<file path="src/rtl/spd_slew_lim.sv">
// spd_slew_lim
//   Sits between the balance/steer math and mtr_drv. It takes signed left and
//   right wheel speed targets and turns them into the saturated, slew-limited
//   lft_spd/rght_spd that mtr_drv converts to PWM. Speeds change only on
//   PWM_sync, so a duty cycle never changes in the middle of a PWM period.
//   The block also owns over-current handling. On OVR_I_shtdwn it zeroes both
//   speeds and holds them at zero for FLT_PERIODS PWM periods. It then comes
//   back through IDLE, and the speeds ramp up from zero again.
//
// Ports
//   clk          system clock
//   rst_n        asynchronous active-low reset
//   pwr_up       rider present / enable; low ramps the wheels down to IDLE
//   PWM_sync     one-clock strobe per PWM period from mtr_drv
//   lft_tgt      signed 12-bit left speed target
//   rght_tgt     signed 12-bit right speed target
//   OVR_I_shtdwn over-current shutdown level from mtr_drv
//   lft_spd      signed 12-bit slew-limited left speed
//   rght_spd     signed 12-bit slew-limited right speed
//   ovr_flt      high while in FAULT
//   flt_cnt      saturating count of over-current events since reset

module spd_slew_lim #(
    parameter int STEP        = 16,
    parameter int MAX_SPD     = 2000,
    parameter int FLT_PERIODS = 64
) (
    input  logic               clk,
    input  logic               rst_n,
    input  logic               pwr_up,
    input  logic               PWM_sync,
    input  logic signed [11:0] lft_tgt,
    input  logic signed [11:0] rght_tgt,
    input  logic               OVR_I_shtdwn,
    output logic signed [11:0] lft_spd,
    output logic signed [11:0] rght_spd,
    output logic               ovr_flt,
    output logic        [7:0]  flt_cnt
);

    typedef enum logic [1:0] {IDLE, RUN, RAMPDN, FAULT} state_t;

    localparam int                    HOLD_W    = $clog2(FLT_PERIODS + 1);
    localparam logic signed [12:0]    STEP_S    = 13'(STEP);
    localparam logic signed [12:0]    MAX_S     = 13'(MAX_SPD);
    localparam logic [HOLD_W-1:0]     HOLD_DONE = HOLD_W'(FLT_PERIODS);

    state_t             state;
    state_t             next_state;
    logic [HOLD_W-1:0]  hold_cnt;
    logic signed [11:0] lft_nxt;
    logic signed [11:0] rght_nxt;
    logic               flt_entry;
    logic               hold_done;

    // Clamp a 12-bit target to +/-MAX_SPD. The work is done in 13 bits so
    // that -MAX_S is always representable.
    function automatic logic signed [12:0] clamp(input logic signed [11:0] t);
        logic signed [12:0] t_x;
        logic signed [12:0] res;
        t_x = {t[11], t};
        if (t_x > MAX_S)
            res = MAX_S;
        else if (t_x < -MAX_S)
            res = -MAX_S;
        else
            res = t_x;
        return res;
    endfunction

    // Take one step of at most STEP toward tgt. If the target is within STEP,
    // land on it exactly so the output never overshoots. The result always
    // fits in 12 bits because the target is already clamped.
    function automatic logic signed [11:0] slew(input logic signed [12:0] tgt,
                                                input logic signed [11:0] cur);
        logic signed [12:0] cur_x;
        logic signed [12:0] diff;
        logic signed [12:0] nxt;
        cur_x = {cur[11], cur};
        diff  = tgt - cur_x;
        if (diff > STEP_S)
            nxt = cur_x + STEP_S;
        else if (diff < -STEP_S)
            nxt = cur_x - STEP_S;
        else
            nxt = tgt;
        return nxt[11:0];
    endfunction

    assign flt_entry = (state != FAULT) && (next_state == FAULT);
    assign hold_done = (hold_cnt == HOLD_DONE);

    // State register.
    always_ff @(posedge clk or negedge rst_n) begin
        if (!rst_n)
            state <= IDLE;
        else
            state <= next_state;
    end

    // Next-state logic. Over-current beats every other condition, including
    // a PWM_sync in the same cycle.
    always_comb begin
        next_state = state;
        unique case (state)
            IDLE: begin
                if (pwr_up)
                    next_state = RUN;
            end
            RUN: begin
                if (OVR_I_shtdwn)
                    next_state = FAULT;
                else if (!pwr_up)
                    next_state = RAMPDN;
            end
            RAMPDN: begin
                if (OVR_I_shtdwn)
                    next_state = FAULT;
                else if (pwr_up)
                    next_state = RUN;
                else if ((lft_spd == 12'sd0) && (rght_spd == 12'sd0))
                    next_state = IDLE;
            end
            FAULT: begin
                if (hold_done && !OVR_I_shtdwn)
                    next_state = IDLE;
            end
            default: next_state = IDLE;
        endcase
    end

    // Output decode. ovr_flt follows the registered state, so it changes
    // only on a clock edge.
    always_comb begin
        ovr_flt = (state == FAULT);
    end

    // Next speeds. Entering FAULT zeroes the speeds right away, without
    // waiting for PWM_sync. Otherwise speeds move only on PWM_sync.
    // RAMPDN slews toward zero and ignores the targets.
    always_comb begin
        lft_nxt  = lft_spd;
        rght_nxt = rght_spd;
        if (flt_entry) begin
            lft_nxt  = 12'sd0;
            rght_nxt = 12'sd0;
        end else begin
            unique case (state)
                RUN: begin
                    if (PWM_sync) begin
                        lft_nxt  = slew(clamp(lft_tgt), lft_spd);
                        rght_nxt = slew(clamp(rght_tgt), rght_spd);
                    end
                end
                RAMPDN: begin
                    if (PWM_sync) begin
                        lft_nxt  = slew(13'sd0, lft_spd);
                        rght_nxt = slew(13'sd0, rght_spd);
                    end
                end
                default: begin
                    lft_nxt  = 12'sd0;
                    rght_nxt = 12'sd0;
                end
            endcase
        end
    end

    always_ff @(posedge clk or negedge rst_n) begin
        if (!rst_n) begin
            lft_spd  <= 12'sd0;
            rght_spd <= 12'sd0;
        end else begin
            lft_spd  <= lft_nxt;
            rght_spd <= rght_nxt;
        end
    end

    // Fault bookkeeping. The hold counter counts PWM periods spent in FAULT
    // and stops at FLT_PERIODS. flt_cnt counts only entries into FAULT, so a
    // re-assertion while already in FAULT does not add to it.
    always_ff @(posedge clk or negedge rst_n) begin
        if (!rst_n) begin
            hold_cnt <= '0;
            flt_cnt  <= 8'd0;
        end else begin
            if (flt_entry) begin
                hold_cnt <= '0;
                if (flt_cnt != 8'hFF)
                    flt_cnt <= flt_cnt + 8'd1;
            end else if ((state == FAULT) && PWM_sync && !hold_done) begin
                hold_cnt <= hold_cnt + HOLD_W'(1);
            end
        end
    end

endmodule

</file>
<file path="config.mk">
export PLATFORM = sky130hd
export DESIGN_NAME = spd_slew_lim
export DESIGN_NICKNAME = d
export VERILOG_FILES = /design/src/rtl/spd_slew_lim.sv
export SDC_FILE = /design/constraint.sdc
export NUM_CORES = 1
export LEC_CHECK = 0
export BUFFER_PORTS_ARGS = -buffer_cell sky130_fd_sc_hd__clkbuf_2
export CORE_MARGIN = 2
export CORE_UTILIZATION = 50
export CTS_CLUSTER_SIZE = 14
export DETAILED_ROUTE_END_ITERATION = 8
export GPL_TIMING_DRIVEN = 0
export PLACE_DENSITY = 0.67
export REMOVE_ABC_BUFFERS = 1
export SYNTH_ARGS = -nofsm -noshare
export SYNTH_HDL_FRONTEND = slang
export SYNTH_SLANG_ARGS = --single-unit
</file>
<file path="constraint.sdc">
create_clock -name clk -period 6.34 [get_ports clk]
set_input_delay 0.317 -clock clk [delete_from_list [all_inputs] [get_ports clk]]
set_output_delay 0.317 -clock clk [all_outputs]
set_load 0.05 [all_outputs]
</file>
; ---- After elaboration in Yosys (flattened, before gate mapping)
; Cells that the tools add are included.
[totals]
out_inout_bits = 33
regBits = 41
input_bits = 29
elab_cells = 85
[op_classes]
eq_ne = 9
mux = 36
reduce_logical = 13
add_sub_neg = 10
n_lt_le_gt_ge = 12
[ops]
columns = cell, n
row1 = two-way mux 12 bit, 14
row2 = two-way mux 13 bit, 10
row3 = "> comparator 13 x 6 -> 1 bit, second input constant", 4
row4 = "< comparator 13 x 5 -> 1 bit, second input constant", 4
row5 = case mux 12 bit (2 select lines), 2
row6 = "subtractor 1 x 12 -> 13 bit, first input constant", 2
row7 = subtractor 13 x 12 -> 13 bit, 2
row8 = "adder 12 x 6 -> 12 bit, second input constant", 2
row9 = "> comparator 12 bit, second input constant", 2
row10 = logical NOT 12 bit, 2
row11 = "< comparator 12 bit, second input constant", 2
row12 = "subtractor 12 x 6 -> 12 bit, second input constant", 2
row13 = two-way mux 2 bit, 7
row14 = two-way mux 7 bit, 2
row15 = "adder 8 x 1 -> 8 bit, second input constant", 1
row16 = "!= test 8 bit, second input constant", 1
row17 = case mux 2 bit (4 select lines), 1
row18 = "adder 7 x 1 -> 7 bit, second input constant", 1
row19 = "== test 7 bit, second input constant", 1
row20 = "== test 2 bit, second input constant", 3
row21 = "!= test 3 bit, second input constant", 2
row22 = logical AND 1 bit, 5
row23 = AND reduction 2 bit, 2
row24 = "== test 2 x 1 -> 1 bit, second input constant", 1
row25 = other kinds (4), 5

; ---- Logic depth before layout (Yosys ltp)
; Gate-level depths: netlist of run 1.
[logic_depth]
ltp_word = 16
mapped_depth = 19
mapped_depth_nobuf = 18

; ---- Worst setup path after synthesis of run 1
; OpenSTA, ideal clock, no wires.
[synth_timing]
path_kind = input to register
startpoint = input rght_tgt[4]
endpoint = register rght_spd[8]
setup_time_ns = 0.141
arrival_time_ns = 3.789
setup_slack_ns = 2.410
path_stages = 16
path_cell_list = nand2_1 -> nand3_1 -> o41ai_1 -> ha_1 -> a31oi_1 -> and2_1 -> ha_1 -> a21oi_1 -> a221oi_2 -> nor2_1 -> o21ai_1 -> a2111oi_1 -> a21oi_4 -> nor2_2 -> mux2i_1 -> o221ai_1
[synth_between]
elab_chain_cells = 13
elab_cells_between_ends = 15
cone_classes = 1 x add/sub / 4 x order compare / 10 x mux
[synth_rtl]
columns = element, line
row1 = start: declaration, 33  ; input logic signed [11:0] rght_tgt,
row2 = < comparator 12 bit, 64  ; else if (t_x < -MAX_S)
row3 = two-way mux 13 bit, 64
row4 = two-way mux 13 bit (*), 62  ; if (t_x > MAX_S)
row5 = two-way mux 13 bit (*), 150  ; if (PWM_sync) begin
row6 = two-way mux 13 bit (*), 148  ; unique case (state)
row7 = two-way mux 13 bit (*), 144  ; if (flt_entry) begin
row8 = subtractor 13 x 12 -> 13 bit, 80  ; diff = tgt - cur_x;
row9 = < comparator 13 x 5 -> 1 bit, 83  ; else if (diff < -STEP_S)
row10 = two-way mux 12 bit, 83
row11 = two-way mux 12 bit (*), 81  ; if (diff > STEP_S)
row12 = two-way mux 12 bit (*), 150
row13 = case mux 12 bit (2 select lines) (*), 148
row14 = two-way mux 12 bit (*), 144
row15 = end signal: assignment, 175  ; rght_spd <= rght_nxt;
row16 = end: declaration, 36  ; output logic signed [11:0] rght_spd,
; Every way passes the cells marked *; elsewhere a longest branch is shown, timed or not. The select of a mux whose other input is x is not followed.
; A chain may end at the register's enable or synchronous reset.

; ---- Worst setup path in the final report of run 1
[layout_timing]
startpoint = input rght_tgt[5]
endpoint = register rght_spd[11]
; The elaborated chain is that of the path after synthesis.

==> qor.txt, run 1 <==
footprint of the flip-flops and latches - 1030 sq um
vias after detailed routing - 5921
run status - completed
netlist area before placement - 5660 sq um
Post-Place Cells - 884
maximum level of the CTS H-tree - 2
worst skew pair latency - 0.29 ns
Die Footprint - 12200 sq um
total number of yosys warnings - 0
wire length of the first global-routing pass - 27300 microns
number of global-route vias before repair - 5581
unrepaired setup endpoints after global routing - false
TritonCTS Buffers - 5
Hold Worst Slack - 0.202 ns
IR Drop Worst-Case VDD - 0.000276 V
fraction of the yosys area taken by sequential cells - 18.1%
fill count - 1074
cell row count - 38
pin count of the biggest net entering global routing - 42
Total Routing Usage GR - 26.4%
first-iteration detailed-routing DRC count - 448
I/O Pins - 62
Clock Tree Root - sky130_fd_sc_hd__clkbuf_16
final instance count without filler cells - 892
Max Slew Vio Count - 0
share of final-layout standard cells stronger than drive strength 1 - 14.4%
Max FO, Critical Path - 9
DRC Markers - 0
worst clock skew - 0.00594 ns
buffers inserted during post-CTS setup optimization - 0
type of element launching the critical path - primary input
most common cell after layout, fill and taps aside - sky130_fd_sc_hd__clkbuf_2
core outline area - 10900 sq um
area delta synth->final - 8.90%
CTS clock-pin slew for the worst setup and hold paths - 0.06 ns
post-route setup slack - 1.74 ns
clock buffer depth - 2
placer congestion estimate - 0.963
number of violations of the max-capacitance limit - 0
syn avg cell area - 7.97 sq um
Synth Register Bits - 41
worst path arrival time - 4.75 ns
total overflow reported by the global router - 0
post-CTS resize count - 0
TritonCTS clock tree - built
Post-DRT Antenna Nets - 0
main flop type after synthesis - sky130_fd_sc_hd__dfrtp_1
total of buffers placed on input and output ports - 61
post-layout minimum cycle time - 4.60 ns
setup violation total in the final timing report - 0
Power Dens Cells - 478 nW/um^2
Final HPWL DP - 13100 microns
Slew Limit Headroom - 29.8%
Setup Total Neg Slack - 0 ns
gate count after technology mapping - 711
Worst Hold Class - in -> async
Routed wire per std cell - 18.9 microns
period utilization - 72.5%
fraction of synthesis flops using an asynchronous set or reset pin - 100%
vias per cell - 6.64
number of flops mapped to enable cells by yosys - 0
leakage power summed over all cells - 0.00265 uW
floorplan die height - 110 microns
flop-to-flop setup slack - 2.30 ns
aggregate routed wire length - 16900 microns
total of hold buffers inserted after clock tree synthesis - 0
horizontal die dimension - 110 microns
hold violation count in the final report - 0
diode count - 0
Initial Utilization - 51.8%
clk sinks - 41
actual slew at the worst max-slew pin - 1.05 ns
most frequent cells in the layout - 61 x sky130_fd_sc_hd__clkbuf_2, 49 x sky130_fd_sc_hd__inv_1, 44 x sky130_fd_sc_hd__nor2_1
minimum setup slack after placement - 1.59 ns
antenna violations before repair - 0
net count of the finished layout - 819
achievable clock frequency - 0.217 GHz
data required time of the critical path - 6.49 ns
critical path start-end classification - in -> reg
Worst setup EP type - register
count of cell types in the netlist - 99
Pre-antenna DRT Iters - 5
footprint of the multi-input gates - 4320 sq um
metal layers:
metal  vias to the layer above  share of wire [%]  GRT usage [%]
li1                       2816                  -              -
met1                      2835                 46           37.6
met2                       250                 45           41.7
met3                        20                7.6           5.10
met4                         0                1.1           5.42
met5                         -                  0              0
state kept, by name, indices dropped and copies added, names as in the netlist:
name      cells
hold_cnt      7
flt_cnt       8
rght_spd     12
state         2
lft_spd      12
stage by stage:
step	cell area, sq um	util (%)	total power, uW
5_1_grt	6170	56.4	3170
3_3_place_gp	6020	55.0	2580
4_1_cts	6170	56.4	2910
3_5_place_dp	6020	55.0	2640
6_report	6170	56.4	2950
2_1_floorplan	5540	-	2150
report_power, final:
group          internal (uW)  total (uW)  leakage [uW]  switching, uW
clock                    148         266     0.0000704            118
sequential               328         467      0.000550            139
combinational            813        2210       0.00203           1400
total                   1290        2950       0.00265           1660
logic make-up after synthesis:
logic type / Yosys count / synth area share [%]
DFF: 41 / 18.1
AOI/OAI and AO/OA: 233 / 29.9
and+or+nand+nor: 249 / 25.6
adders and majority gates: 42 / 9.45
muxes: 22 / 4.13
xor gates and xnor gates: 45 / 7.20
buffers and inverters: 79 / 5.61
final cells by class:
cell class	instances	area share (%)
Clock buffer	5	2.03
Tap cell	140	2.84
Clock inverter	3	0.406
Sequential cell	41	16.6
Inverter	51	3.10
Multi-Input combinational cell	591	70.0
Timing Repair Buffer	61	4.95
Yosys cell counts, types with 4 or more instances:
cell type | n | area share, %
sky130_fd_sc_hd__inv_1 | 49 | 3.2
sky130_fd_sc_hd__nor2_1 | 44 | 2.9
sky130_fd_sc_hd__dfrtp_1 | 41 | 18
sky130_fd_sc_hd__ha_1 | 37 | 8.2
sky130_fd_sc_hd__xnor2_1 | 37 | 5.7
sky130_fd_sc_hd__nand2_1 | 36 | 2.4
sky130_fd_sc_hd__o21ai_0 | 36 | 3.2
sky130_fd_sc_hd__a21oi_1 | 34 | 3.0
sky130_fd_sc_hd__nand3_1 | 32 | 2.8
sky130_fd_sc_hd__mux2i_1 | 20 | 3.5
sky130_fd_sc_hd__nor3_1 | 20 | 1.8
sky130_fd_sc_hd__clkbuf_1 | 18 | 1.2
sky130_fd_sc_hd__and3_1 | 17 | 1.9
sky130_fd_sc_hd__nand4_1 | 17 | 1.9
sky130_fd_sc_hd__a21o_1 | 16 | 2.1
sky130_fd_sc_hd__o21ai_1 | 15 | 1.3
sky130_fd_sc_hd__a211oi_1 | 12 | 1.6
sky130_fd_sc_hd__nand2b_1 | 10 | 1.1
sky130_fd_sc_hd__o211ai_1 | 9 | 1.2
sky130_fd_sc_hd__o221ai_1 | 9 | 1.4
sky130_fd_sc_hd__or3_1 | 9 | 0.99
sky130_fd_sc_hd__buf_2 | 8 | 0.71
sky130_fd_sc_hd__o31ai_1 | 8 | 1.1
sky130_fd_sc_hd__a31oi_1 | 7 | 0.77
sky130_fd_sc_hd__nor4_1 | 7 | 0.77
sky130_fd_sc_hd__o21a_1 | 7 | 0.93
sky130_fd_sc_hd__xor2_1 | 7 | 1.1
sky130_fd_sc_hd__a22oi_1 | 6 | 0.80
sky130_fd_sc_hd__o22ai_1 | 6 | 0.66
sky130_fd_sc_hd__nand4b_1 | 5 | 0.77
sky130_fd_sc_hd__o211a_1 | 5 | 0.88
sky130_fd_sc_hd__or4_1 | 5 | 0.66
sky130_fd_sc_hd__a211o_1 | 4 | 0.62
sky130_fd_sc_hd__a31o_2 | 4 | 0.62
sky130_fd_sc_hd__and2_1 | 4 | 0.44
sky130_fd_sc_hd__and4b_1 | 4 | 0.71
sky130_fd_sc_hd__nor4_2 | 4 | 0.88
sky130_fd_sc_hd__or4_4 | 4 | 0.80
path summary, 6_finish.rpt:
kind	depth (start not counted)	end	startpoint
min	1	lft_spd[10]	rst_n
max reg2reg	9	lft_spd[5]	lft_spd[3]
max	17	rght_spd[11]	rght_tgt[5]
max in group asynchronous	1	flt_cnt[6]	rst_n
min in group clk	3	rght_spd[2]	rght_tgt[2]
min reg2reg	1	flt_cnt[3]	flt_cnt[3]
critical path, stage by stage:
cell                        delay [ns]
sky130_fd_sc_hd__clkbuf_2         0.12
sky130_fd_sc_hd__nand2_1          0.06
sky130_fd_sc_hd__nand3_1          0.07
sky130_fd_sc_hd__o41ai_1          0.27
sky130_fd_sc_hd__ha_1             0.37
sky130_fd_sc_hd__a31oi_1          0.47
sky130_fd_sc_hd__and2_1           0.21
sky130_fd_sc_hd__ha_1             0.27
sky130_fd_sc_hd__a21oi_1          0.48
sky130_fd_sc_hd__a221oi_2         0.18
sky130_fd_sc_hd__nor2_1           0.21
sky130_fd_sc_hd__o21ai_1          0.14
sky130_fd_sc_hd__a2111oi_1        0.62
sky130_fd_sc_hd__a21oi_4          0.13
sky130_fd_sc_hd__nor2_2           0.45
sky130_fd_sc_hd__mux2i_1          0.26
sky130_fd_sc_hd__o221ai_1         0.13
No activity file was read; power rests on OpenSTA's default activity.
==> inputs of run 2 (changes only) <==
==> constraint.sdc (replaced) <==
create_clock -name clk -period 4.6 [get_ports clk]
set_input_delay 0.23 -clock clk [delete_from_list [all_inputs] [get_ports clk]]
set_output_delay 0.23 -clock clk [all_outputs]
set_load 0.05 [all_outputs]
==> qor.txt, run 2 (same netlist as run 1, synthesis figures left out) <==
clock network fraction of total power - 9.0%
data required time of the critical path - 4.76 ns
actual slew at the worst max-slew pin - 1.06 ns
Routed wire per std cell - 18.9 microns
first-iteration detailed-routing DRC count - 420
pin count of the biggest net entering global routing - 42
Clock Tree Root - sky130_fd_sc_hd__clkbuf_16
Worst Hold Class - in -> async
sequential power share - 15.9%
worst clock skew - 0.00606 ns
vias per cell - 6.61
post-route setup slack - 0.285 ns
combinational power share - 75.1%
net count of the finished layout - 819
largest registers - lft_spd (12), rght_spd (12), flt_cnt (8)
Die Footprint - 12200 sq um
clock buffer depth - 2
Post-DRT Antenna Nets - 0
Pre-antenna DRT Iters - 5
cell row count - 38
Max FO, Critical Path - 9
Net Sw Frac - 56.3%
floorplan die height - 110 microns
maximum level of the CTS H-tree - 2
flop-to-flop setup slack - 0.56 ns
horizontal die dimension - 110 microns
total of buffers placed on input and output ports - 61
share of final-layout standard cells stronger than drive strength 1 - 14.5%
worst path arrival time - 4.47 ns
IR Drop Worst-Case VDD - 0.000382 V
Worst setup EP type - register
most used cell, CP - sky130_fd_sc_hd__ha_1
placer congestion estimate - 0.963
diode count - 0
critical-path cell list - clkbuf_2, nand2_1, nand3_1, o41ai_1, ha_1, a31oi_2, and2_1, ha_1, a21oi_1, a221oi_2, nor2_1, o21ai_1, a2111oi_1, a21oi_4, nor2_2, mux2i_1, o221ai_1
Power Dens Cells - 659 nW/um^2
buffers inserted during post-CTS setup optimization - 0
CTS clock-pin slew for the worst setup and hold paths - 0.06 ns
Total Routing Usage GR - 26.4%
minimum setup slack after placement - -0.0648 ns
most frequent cells in the layout - 61 x sky130_fd_sc_hd__clkbuf_2, 49 x sky130_fd_sc_hd__inv_1, 44 x sky130_fd_sc_hd__nor2_1
TritonCTS clock tree - built
TritonCTS Buffers - 5
worst skew pair latency - 0.29 ns
internal power contribution - 1780 uW
type of element launching the critical path - primary input
aggregate routed wire length - 16900 microns
unrepaired setup endpoints after global routing - false
most common cell after layout, fill and taps aside - sky130_fd_sc_hd__clkbuf_2
Final HPWL DP - 13100 microns
post-layout minimum cycle time - 4.32 ns
total overflow reported by the global router - 0
Initial Utilization - 51.8%
fill count - 1072
clk sinks - 41
DRC Markers - 0
wire length of the first global-routing pass - 27300 microns
core outline area - 10900 sq um
critical path start-end classification - in -> reg
Setup Total Neg Slack - 0 ns
run status - completed
achievable clock frequency - 0.232 GHz
net switching power - 2290 uW
hold violation count in the final report - 0
vias after detailed routing - 5900
largest stage delay on the critical path - 0.62 ns
Slew Limit Headroom - 29.5%
antenna violations before repair - 0
setup violation total in the final timing report - 0
number of violations of the max-capacitance limit - 0
area delta synth->final - 9.01%
period utilization - 93.8%
slowest stage cell on the critical path - sky130_fd_sc_hd__a2111oi_1
number of global-route vias before repair - 5581
I/O Pins - 62
Max Slew Vio Count - 0
leakage power summed over all cells - 0.00265 uW
==> run 2: power groups by stage <==
stage	registers (uW)	clock network (uW)	logic [uW]
2_1_floorplan	841	0	2130
3_3_place_gp	639	0	2920
3_5_place_dp	641	0	2990
4_1_cts	637	369	3010
5_1_grt	659	387	3320
6_report	645	368	3050
==> run 2: routing by layer <==
metal,vias up,global-route usage (%),part of all wire [%]
li1,2813,-,-
met1,2811,37.6,46
met2,254,41.7,45
met3,22,5.10,7.8
met4,0,5.42,1.2
met5,-,0,0
==> run 2: worst paths after layout <==
| check | depth (start not counted) | endpoint | from |
|---|---|---|---|
| min in group clk | 3 | rght_spd[2] | rght_tgt[2] |
| worst max register to register | 9 | lft_spd[5] | lft_spd[3] |
| max in group asynchronous | 1 | flt_cnt[6] | rst_n |
| worst max-delay path | 17 | rght_spd[11] | rght_tgt[5] |
| worst min-delay path | 1 | lft_spd[10] | rst_n |
| worst min register to register | 1 | flt_cnt[3] | flt_cnt[3] |
==> run 2: area by class of cell <==
cell class	instances	area, sq um	area share [%]
multi-input cells	591	4330	70.1
flip-flops and latches	41	1030	16.6
well taps	140	175	2.84
clock inverters	3	25.0	0.405
clock buffers	5	125	2.03
repair buffers	61	305	4.94
inverters	51	191	3.10
==> run 2: stage by stage <==
step | hold slack [ns] | area, sq um | total power (uW) | instances | util (%)
after floorplan | -0.0656 | 5540 | 2970 | 683 | -
after global placement | 0.473 | 6020 | 3560 | 884 | 55.0
after detailed placement | 0.470 | 6020 | 3630 | 884 | 55.0
after CTS | 0.160 | 6170 | 4010 | 892 | 56.4
after global routing | 0.212 | 6170 | 4370 | 892 | 56.5
final | 0.115 | 6170 | 4070 | 892 | 56.5
==> run 2: what timing repair did <==
action | 4_1_cts | 5_1_grt
hold buffers | 0 | 0
resized for setup | 0 | 2
endpoints found under the setup margin | 0 | 12
hold endpoints to repair | 0 | 0
==> run 2: worst max-delay path: cells and delay by family <==
kind	cells	cell delay (ns)
compound gates	8	2.24
fa+ha+maj	2	0.65
buf+inv	1	0.12
mux	1	0.26
simple gates	5	0.96
